File: config.mk
export PLATFORM = sky130hd
export DESIGN_NAME = or_event_counter
export DESIGN_NICKNAME = d
export VERILOG_FILES = /design/src/rtl/or_event_counter.sv
export SDC_FILE = /design/constraint.sdc
export NUM_CORES = 1
export LEC_CHECK = 0
export BUFFER_PORTS_ARGS = -buffer_cell sky130_fd_sc_hd__buf_2
export CORE_ASPECT_RATIO = 1.2
export CORE_MARGIN = 4
export CORE_UTILIZATION = 50
export CTS_CLUSTER_SIZE = 10
export DETAILED_ROUTE_END_ITERATION = 8
export PLACE_DENSITY = 0.71
export SKIP_CTS_REPAIR_TIMING = 1
export SLEW_MARGIN = 20
export SYNTH_ARGS = -nofsm -noshare
export SYNTH_HDL_FRONTEND = slang
export SYNTH_SLANG_ARGS = --single-unit
File: constraint.sdc
create_clock -name clk -period 3 [get_ports clk]
set_clock_uncertainty 0.05 [all_clocks]
set_input_delay 0.6 -clock clk [delete_from_list [all_inputs] [get_ports clk]]
set_output_delay 0.6 -clock clk [all_outputs]
set_load 0.005 [all_outputs]
File: src/rtl/or_event_counter.sv
// Synchronises two raw request lines, debounces their OR, and counts qualified rising edges with a sticky irq.
// Optional build macro OR_EVT_SAT_EN: the counter saturates at all-ones instead of wrapping.
module or_event_counter #(
    parameter int unsigned DEBOUNCE = 4,
    parameter int unsigned CNT_W    = 8
) (
    input  logic             clk,
    input  logic             rst_n,
    input  logic             a,
    input  logic             b,
    input  logic             irq_ack,
    input  logic             cnt_clr,
    output logic             level,
    output logic             evt_pulse,
    output logic [CNT_W-1:0] count,
    output logic             irq,
    output logic             ovf
);

    localparam int unsigned TW = $clog2(DEBOUNCE + 1);
    localparam logic [TW-1:0] TMAX = TW'(DEBOUNCE - 1);

    typedef enum logic [1:0] {
        IDLE    = 2'd0,
        QUAL_HI = 2'd1,
        HIGH    = 2'd2,
        QUAL_LO = 2'd3
    } state_t;

    logic          a_s1, a_s2, b_s1, b_s2;
    logic          c_sync;
    state_t        state, state_nxt;
    logic [TW-1:0] timer, timer_nxt;
    logic          evt_c;

    // Two-flop synchronisers per raw line.
    always_ff @(posedge clk or negedge rst_n) begin
        if (!rst_n) begin
            a_s1 <= 1'b0;
            a_s2 <= 1'b0;
            b_s1 <= 1'b0;
            b_s2 <= 1'b0;
        end else begin
            a_s1 <= a;
            a_s2 <= a_s1;
            b_s1 <= b;
            b_s2 <= b_s1;
        end
    end

    assign c_sync = a_s2 | b_s2;

    always_ff @(posedge clk or negedge rst_n) begin
        if (!rst_n) begin
            state     <= IDLE;
            timer     <= '0;
            level     <= 1'b0;
            evt_pulse <= 1'b0;
        end else begin
            state     <= state_nxt;
            timer     <= timer_nxt;
            level     <= (state_nxt == HIGH) || (state_nxt == QUAL_LO);
            evt_pulse <= evt_c;
        end
    end

    // Debounce next-state; an event is the accepted QUAL_HI -> HIGH step.
    always_comb begin
        state_nxt = state;
        timer_nxt = timer;
        evt_c     = 1'b0;
        unique case (state)
            IDLE: begin
                if (c_sync) begin
                    state_nxt = QUAL_HI;
                    timer_nxt = '0;
                end
            end
            QUAL_HI: begin
                if (!c_sync) begin
                    state_nxt = IDLE;
                end else if (timer == TMAX) begin
                    state_nxt = HIGH;
                    evt_c     = 1'b1;
                end else begin
                    timer_nxt = timer + TW'(1);
                end
            end
            HIGH: begin
                if (!c_sync) begin
                    state_nxt = QUAL_LO;
                    timer_nxt = '0;
                end
            end
            QUAL_LO: begin
                if (c_sync) begin
                    state_nxt = HIGH;
                end else if (timer == TMAX) begin
                    state_nxt = IDLE;
                end else begin
                    timer_nxt = timer + TW'(1);
                end
            end
            default: state_nxt = IDLE;
        endcase
    end

    // Event counter; a clear coinciding with an event leaves the count at one.
    always_ff @(posedge clk or negedge rst_n) begin
        if (!rst_n) begin
            count <= '0;
            ovf   <= 1'b0;
        end else if (cnt_clr) begin
            count <= evt_c ? CNT_W'(1) : '0;
            ovf   <= 1'b0;
        end else if (evt_c) begin
`ifdef OR_EVT_SAT_EN
            if (&count) begin
                ovf <= 1'b1;
            end else begin
                count <= count + CNT_W'(1);
            end
`else
            if (&count) begin
                ovf <= 1'b1;
            end
            count <= count + CNT_W'(1);
`endif
        end
    end

    // Sticky irq: a new event beats a simultaneous acknowledge.
    always_ff @(posedge clk or negedge rst_n) begin
        if (!rst_n) begin
            irq <= 1'b0;
        end else if (evt_c) begin
            irq <= 1'b1;
        end else if (irq_ack) begin
            irq <= 1'b0;
        end
    end

endmodule
Word-level counts from Yosys, hierarchy flattened
Index checks and enable logic that the tools add are counted.
Cells by class
  add/sub/neg operators: 2
  equal/unequal tests: 10
  multiplexer cells: 24
  bitwise gates (word level): 1
  reduce and logical (&&, ||, !) cells: 8
Operators with widths (number)
  2-to-1 mux 8 bit: 2
  2-to-1 mux 3 bit: 5
  2-to-1 mux 2 bit: 6
  case mux 3 bit (4 select lines): 1
  2-to-1 mux 1 bit: 9
  adder 8 x 1 -> 8 bit, second input constant: 1
  equality test 2 bit, second input constant: 4
  != test 2 bit, second input constant: 4
  case mux 2 bit (4 select lines): 1
  AND reduction 8 bit: 1
  nonzero test 2 bit: 3
  AND reduction 4 bit: 1
  adder 3 x 1 -> 3 bit, second input constant: 1
  equality test 3 x 2 -> 1 bit, second input constant: 1
  equality test 2 x 1 -> 1 bit, second input constant: 1
  zero test 2 bit: 1
  AND reduction 2 bit: 1
  logical OR 1 bit: 1
  OR 1 bit: 1
Storage, ports and cells
  bits in registers: 21
  bits of input ports: 6
  output and inout bits: 12
  logic and storage cells: 56

Longest topological paths before layout
Gate-level depths: netlist of the first run.
  depth in word-level cells: 6
  mapped depth: 6
  mapped depth without buffers: 5

Least setup slack after synthesis of the first run
No wires, ideal clock.
  path type: register -> register
  from: reg timer[0]
  to: reg timer[0]
  library setup time: 0.125 ns
  data arrival time: 1.538 ns
  required time: 2.825 ns
  path slack: 1.288 ns
  cell stages (with the launch flop): 5
  buffers on the path: 0
  period minus slack after synthesis: 1.712 ns
  path through: dfrtp_1 > ha_1 > ha_1 > a211oi_2 > mux2_2
On the way
  cells in the longest elaborated chain, start to end: 4
  elaborated cells between the ends (all ways): 6
  classes of those cells: 1 x add/sub; 1 x eq/ne; 4 x mux
Ends and longest elaborated chain
  start, declared: RTL line 33  | logic [TW-1:0] timer, timer_nxt;
  start signal, assigned: RTL line 61  | timer <= timer_nxt;
  adder 3 x 1 -> 3 bit / equality test 3 x 2 -> 1 bit (equally long branches)
  2-to-1 mux 3 bit *: RTL line 82, 98
  2-to-1 mux 3 bit (on tied branches): RTL line 96, 80
  case mux 3 bit (4 select lines) *: RTL line 72  | unique case (state)
Every way passes the cells marked *; elsewhere a longest branch is shown, timed or not. The select of a mux whose other input is x is not followed.
A chain may end at the register's enable or synchronous reset.

Final worst setup path of the first run
Ends and elaborated chain as after synthesis.

==> flow_summary.ini, run 1 <==
[outcome]
outcome = finished clean

[critical_path]
crit_start = timer[0]
max_stage_delay_ps = 430
critPathMaxFanout = 4
rr_startpoint = timer[0]
path_delay_family = adder cells
crit_cells = 4
cp_num_buf_inv = 0
critical_path_arrival_ps = 2000
cp-start-kind = flip-flop
worstReg2RegEnd = timer[0]
required_ps = 3150
crit_chain = ha_1 > ha_1 > a211oi_2 > mux2_2
critPathKind = reg -> reg
cp_slowest_cell = a211oi_2
endpoint = timer[0]
cp-end-kind = flip-flop
reg2reg_depth = 4
r2r_setup_slack_ps = 1160
cp_common_cell = ha_1

[routing]
drtPass1Iterations = 4
drc_errors = 0
postRouteAntennaNets = 0
first_iter_violations = 7
routedWlPerCell_um = 14.0
routed_wl_um = 1660
via_per_inst = 5.75
vias = 678

[clocking]
htree_levels = 1
cts_root_buf = clkbuf_4
cts_buffers = 3
clock_path_buffers = 2
clock-sinks = 20
path_clk_slew_ps = 110
cts_tree = built
clkLatencyLatePin_ps = 300

[placed_design]
port_buffers = 17
detailed_place_hpwl_um = 1180
place_inst = 114
gp_congestion = 0.718
dp_slack_ps = 1170
post_dp_cell_area_um2 = 1040

[layout]
drive_gt1_frac = 0.293
seq_area_um2 = 500
multi_input_area_um2 = 405
antenna_cells = 0
layout.nets = 110
fin_util = 0.587
final_cell_area_um2 = 1070
fin_cells = 118
fillers = 151
area_growth_pct = 12.9

[grt]
grt_usage = 0.152
grt_max_degree = 21
first_global_vias = 686
antenna_found_initial = 0
grt_pass1_wl_um = 2900
grt_remaining_overflow = 0

[floorplanning]
die_y_um = 55.8
ios = 18
rows = 17
die-area_um2 = 2670
core-area_um2 = 1830
initial_core_util = 0.520
die_w_um = 47.8

[sta]
rsz0062_at_grt = no
relSlewSlack = 0.710
min_period_over_period = 0.615
finalMaxSlewViolations = 0
final_hold_viol_count = 0
finalWorstSetupSlack_ps = 1160
fmax_mhz = 542
setup_viol = 0
worst_pin_slew_ps = 435
fin_setup_tns_ps = 0
finalCriticalPeriod_ps = 1840
hold_slack_ps = 162

[worst_hold_path]
hold_class = in -> async

[power_and_ir_drop]
leakagePower_nw = 0.530
finalPower_mw = 0.715
power.density_nw_per_um2 = 666
vdd_ir_drop_max_uv = 354

[synthesis]
synth_cell_types = 32
syn_area_per_cell_um2 = 11.7
postSynthCellCount = 81
yosysWarnings = 0
ys_seq_area_frac = 0.526
ys_seq_elements = 20
syn-cell-area_um2 = 951
synth_nets = 91

[run]
max_cap_viol_count = 0
==> registers in the layout (all words and copies together), names as in the netlist <==
signal and cells:
irq 1, timer 3, ovf 1, b_s2 1, state 1, level 1
a_s1 1, count 8, evt_pulse 1, a_s2 1, b_s1 1
==> synthesized netlist by cell type <==
master	number	share of area
dfrtp_1	20	0.53
inv_1	6	0.024
nor2_1	6	0.024
a21oi_1	5	0.026
ha_1	4	0.053
mux2_2	3	0.036
nand2_1	3	0.012
o31ai_1	3	0.024
or4_1	3	0.024
mux2i_1	2	0.021
nor2b_1	2	0.013
nor3_1	2	0.011
nor4_1	2	0.013
o21ba_2	2	0.021
a211oi_1	1	0.0079
a211oi_2	1	0.013
buf_4	1	0.0079
buf_6	1	0.012
clkbuf_1	1	0.0039
nand2b_1	1	0.0066
nand3_1	1	0.0053
nand3b_1	1	0.0079
nand4_1	1	0.0066
nand4b_4	1	0.025
o211ai_4	1	0.022
o21a_1	1	0.0079
o21ai_0	1	0.0053
o22ai_1	1	0.0066
o31a_1	1	0.0092
or2b_1	1	0.0079
or3b_1	1	0.0092
xnor2_1	1	0.0092
==> cell families (layout without fill, tap and decap cells) <==
group,Yosys count,after routing,share of synthesized area
buffers and inverters,9,27,0.0474
adders and majority gates,4,4,0.0526
xor gates and xnor gates,1,1,0.00921
muxes,5,5,0.0566
and+or+nand+nor,25,25,0.164
DFF,20,20,0.526
AOI/OAI and AO/OA,17,17,0.143
==> per-layer routing <==
layer / up-vias / wire (µm) / track usage
met5: - / 0 / 0
met4: 0 / 48 / 0.0923
met3: 6 / 96 / 0.0388
met2: 20 / 833 / 0.223
met1: 328 / 677 / 0.192
li1: 324 / - / -
==> report_power, final <==
| part | switching (mW) | internal, mW | leakage, nW |
|---|---|---|---|
| sequential | 0.0560 | 0.316 | 0.262 |
| combinational | 0.0901 | 0.0949 | 0.247 |
| clock | 0.0840 | 0.0742 | 0.0210 |
| total | 0.230 | 0.485 | 0.530 |
==> cells in the final DEF, fill, tap and decap left out <==
master    Yosys  layout
o211ai_4      1       1
o22ai_1       1       1
buf_2         0      17
nor3_1        2       2
nand3b_1      1       1
nand2b_1      1       1
nor2_1        6       6
inv_1         6       6
a211oi_1      1       1
xnor2_1       1       1
nor4_1        2       2
clkbuf_4      0       3
clkbuf_8      0       1
or3b_1        1       1
a211oi_2      1       1
o21ai_0       1       1
nand4b_4      1       1
nand3_1       1       1
or4_1         3       3
o21a_1        1       1
or2b_1        1       1
a21oi_1       5       5
dfrtp_1      20      20
mux2_2        3       3
ha_1          4       4
nand4_1       1       1
o21ba_2       2       2
o31a_1        1       1
o31ai_1       3       3
mux2i_1       2       2
nor2b_1       2       2
nand2_1       3       3
==> layout make-up <==
| class | instances | share of cell area |
|---|---|---|
| Inverter | 6 | 0.0210 |
| Clock buffer | 4 | 0.0338 |
| Tap cell | 19 | 0.0221 |
| Sequential cell | 20 | 0.466 |
| Timing Repair Buffer | 17 | 0.0793 |
| Multi-Input combinational cell | 52 | 0.378 |
==> worst min-delay path by stage <==
stage	end	start
after floorplan	a_s1	rst_n
after global placement	a_s2	a_s1
after detailed placement	b_s2	b_s1
after CTS	evt_pulse	rst_n
after global routing	count[0]	rst_n
final	count[1]	rst_n
==> worst reg2reg max path, cell delays in order (launching register included) <==
cell,delay (ps)
dfrtp_1,410
ha_1,220
ha_1,250
a211oi_2,430
mux2_2,380
Note: power is estimated with default switching activity, not from simulation.
==> inputs of run 2 (changes only) <==
--- a/config.mk
+++ b/config.mk
@@ -5,13 +5,14 @@
 export SDC_FILE = /design/constraint.sdc
 export NUM_CORES = 1
 export LEC_CHECK = 0
+export ABC_AREA = 1
 export BUFFER_PORTS_ARGS = -buffer_cell sky130_fd_sc_hd__buf_2
 export CORE_ASPECT_RATIO = 1.2
 export CORE_MARGIN = 4
-export CORE_UTILIZATION = 50
+export CORE_UTILIZATION = 47
 export CTS_CLUSTER_SIZE = 10
 export DETAILED_ROUTE_END_ITERATION = 8
-export PLACE_DENSITY = 0.71
+export PLACE_DENSITY = 0.7
 export SKIP_CTS_REPAIR_TIMING = 1
 export SLEW_MARGIN = 20
 export SYNTH_ARGS = -nofsm -noshare
==> constraint.sdc (replaced) <==
create_clock -name clk -period 1.56 [get_ports clk]
set_clock_uncertainty 0.05 [all_clocks]
set_input_delay 0.312 -clock clk [delete_from_list [all_inputs] [get_ports clk]]
set_output_delay 0.312 -clock clk [all_outputs]
set_load 0.005 [all_outputs]
==> run 2 against run 1 <==
  * Clock power increased by 87%
  * Synthesized cell count increased by 33%
  * Non-clock buffer count increased by 3
  * Core utilization increased by 1.2 points
  * Routed wire length increased by 2.5%
  * Critical path type unchanged
  * Critical endpoint is now count[0]
  * Largest cell class unchanged
  * Largest power group unchanged
  * Highest routed layer unchanged
==> flow_summary.ini, run 2 <==
[grt]
grt_max_degree = 21
grt_pass1_wl_um = 3120
antenna_found_initial = 0
grt_usage = 0.137
grt_remaining_overflow = 0
first_global_vias = 761

[synthesis]
ys_seq_elements = 20
syn-cell-area_um2 = 945
synthArstFlopShare = 1.00
synthSimpleGateAreaFrac = 0.254
synth_top_family_by_area = simple AND/OR/NAND/NOR gates
synth_nets = 118
yosys.area_share.xor_xnor = 0
ys.flop_type = dfrtp_1
syn_area_per_cell_um2 = 8.75
synth_cell_types = 19
synth_top_cell_area_share = 0.530
synth_fa_ha_area_frac = 0.0530
yosysMostFrequentCell = nand2_1
synthMuxAreaShare = 0
yosysTopAreaCell = dfrtp_1
synth_edf_count = 0
ys_seq_area_frac = 0.530
synth_commonest_cells = nand2_1 (21), dfrtp_1 (20), inv_1 (15)
synth_area_leaders = dfrtp_1 (53%), nand2_1 (8.3%), inv_1 (6.0%), ha_1 (5.3%), nor2_1 (5.2%)
yosysWarnings = 0
postSynthCellCount = 108
synth-compound-area-share = 0.0834

[critical_path]
rr_startpoint = timer[0]
cp_num_buf_inv = 1
critical_path_arrival_ps = 1590
crit_chain = ha_2 > ha_1 > nand2_1 > nand3b_4 > nand2_1 > nor2_1 > nor2_1 > inv_1
endpoint = count[0]
r2r_setup_slack_ps = 120
crit_cells = 8
max_stage_delay_ps = 380
worstReg2RegEnd = count[0]
required_ps = 1710
path_delay_family = simple AND/OR/NAND/NOR gates
cp-start-kind = flip-flop
reg2reg_depth = 8
crit_start = timer[0]
cp_slowest_cell = dfrtp_1
critPathKind = reg -> reg
critPathMaxFanout = 6
cp-end-kind = flip-flop

[layout]
seq_area_um2 = 500
top_regs = count: 8 flops, timer: 3 flops
drive_gt1_frac = 0.250
regMostFlops = count
final_common_cell = nand2_1
antenna_cells = 0
fillers = 167
fin_cells = 151
final_cell_mix = nand2_1 (21), dfrtp_1 (20), buf_2 (17), inv_1 (15), nor2_1 (13)
largest_reg_flops = 8
area_growth_pct = 18.7
multi_input_area_um2 = 387
final_cell_area_um2 = 1120
layout.nets = 143

[run]
max_cap_viol_count = 0

[power_and_ir_drop]
power.density_nw_per_um2 = 1160
leakagePower_nw = 0.614
finalPower_mw = 1.30
vdd_ir_drop_max_uv = 892

[routing]
first_iter_violations = 9
drtPass1Iterations = 4
vias = 765
via_per_inst = 5.07
routed_wl_um = 1700
routedWlPerCell_um = 11.2
drc_errors = 0
postRouteAntennaNets = 0

[clocking]
clock-sinks = 20
path_clk_slew_ps = 110
htree_levels = 1
cts_tree = built
clock_path_buffers = 2
cts_buffers = 3
clkLatencyLatePin_ps = 300
cts_root_buf = clkbuf_4

[floorplanning]
die_w_um = 48.9
core-area_um2 = 1870
rows = 17
die-area_um2 = 2790
initial_core_util = 0.505
die_y_um = 57.1
ios = 18

[sta]
fin_setup_tns_ps = 0
finalMaxSlewViolations = 0
finalCriticalPeriod_ps = 1440
min_period_over_period = 0.921
relSlewSlack = 0.711
worst_pin_slew_ps = 433
setup_viol = 0
fmax_mhz = 696
final_hold_viol_count = 0
rsz0062_at_grt = no

[placed_design]
place_inst = 144
post_dp_cell_area_um2 = 1050
port_buffers = 17
detailed_place_hpwl_um = 1270
gp_congestion = 0.803

[worst_hold_path]
hold_class = in -> reg

[outcome]
outcome = finished clean
-- run 2: cell types whose count changed in the layout (fill, tap and decap cells not counted), moves of 3 or more --
cell / before / now
o21ai_0: 1 / 8
or4_1: 3 / 0
nand3_1: 1 / 9
o31ai_1: 3 / 0
inv_1: 6 / 15
nor2_1: 6 / 13
nand2_1: 3 / 21
mux2_2: 3 / 0
-- run 2: metrics by stage --
step / hold slack (ps) / setup WS [ps] / utilization
global route: 51.0 / 1.58 / 0.599
finish: 61.1 / 124 / 0.599
CTS: -96.5 / -60.0 / 0.580
floorplan: -33.6 / 166 / -
detailed placement: 231 / -30.2 / 0.561
global placement: 224 / 33.8 / 0.561
-- run 2: layer usage --
layer / wire [µm] / track usage / vias to the layer above / share of wire
met5: 0 / 0 / - / 0
met4: 27 / 0.0654 / 0 / 0.016
met3: 58 / 0.0287 / 4 / 0.034
met2: 861 / 0.239 / 12 / 0.51
met1: 749 / 0.159 / 355 / 0.44
li1: - / - / 394 / -
-- run 2: final cells by class --
| class | count | area share |
|---|---|---|
| Sequential cell | 20 | 0.446 |
| Multi-Input combinational cell | 71 | 0.345 |
| Timing Repair Buffer | 20 | 0.0982 |
| Inverter | 17 | 0.0569 |
| Clock buffer | 4 | 0.0324 |
| Tap cell | 19 | 0.0212 |
-- run 2: worst min path at each step --
stage           from       end  cells past startpoint
2_1_floorplan  rst_n      a_s1                      0
6_report           b      b_s1                      1
3_5_place_dp   rst_n  count[7]                      1
4_1_cts        rst_n  count[4]                      1
3_3_place_gp   rst_n  count[7]                      1
5_1_grt            a      a_s1                      1
-- run 2: kinds of logic after synthesis --
kind of cell,count (synthesis)
AO/OA/AOI/OAI,15
adder cells (fa/ha/maj),4
buffers and inverters,18
flip-flops,20
AND/OR/NAND/NOR,51
-- run 2: worst reg2reg max path: cells and delay by family, from the launching register on --
family        cells  cell delay [ps]
flops             1              380
fa+ha+maj         2              360
buf+inv           1               40
simple gates      5              500
-- run 2: power breakdown --
part | total, mW | switching [mW] | internal [mW]
combinational | 0.344 | 0.203 | 0.142
sequential | 0.659 | 0.0608 | 0.598
clock | 0.296 | 0.154 | 0.142
total | 1.30 | 0.417 | 0.882
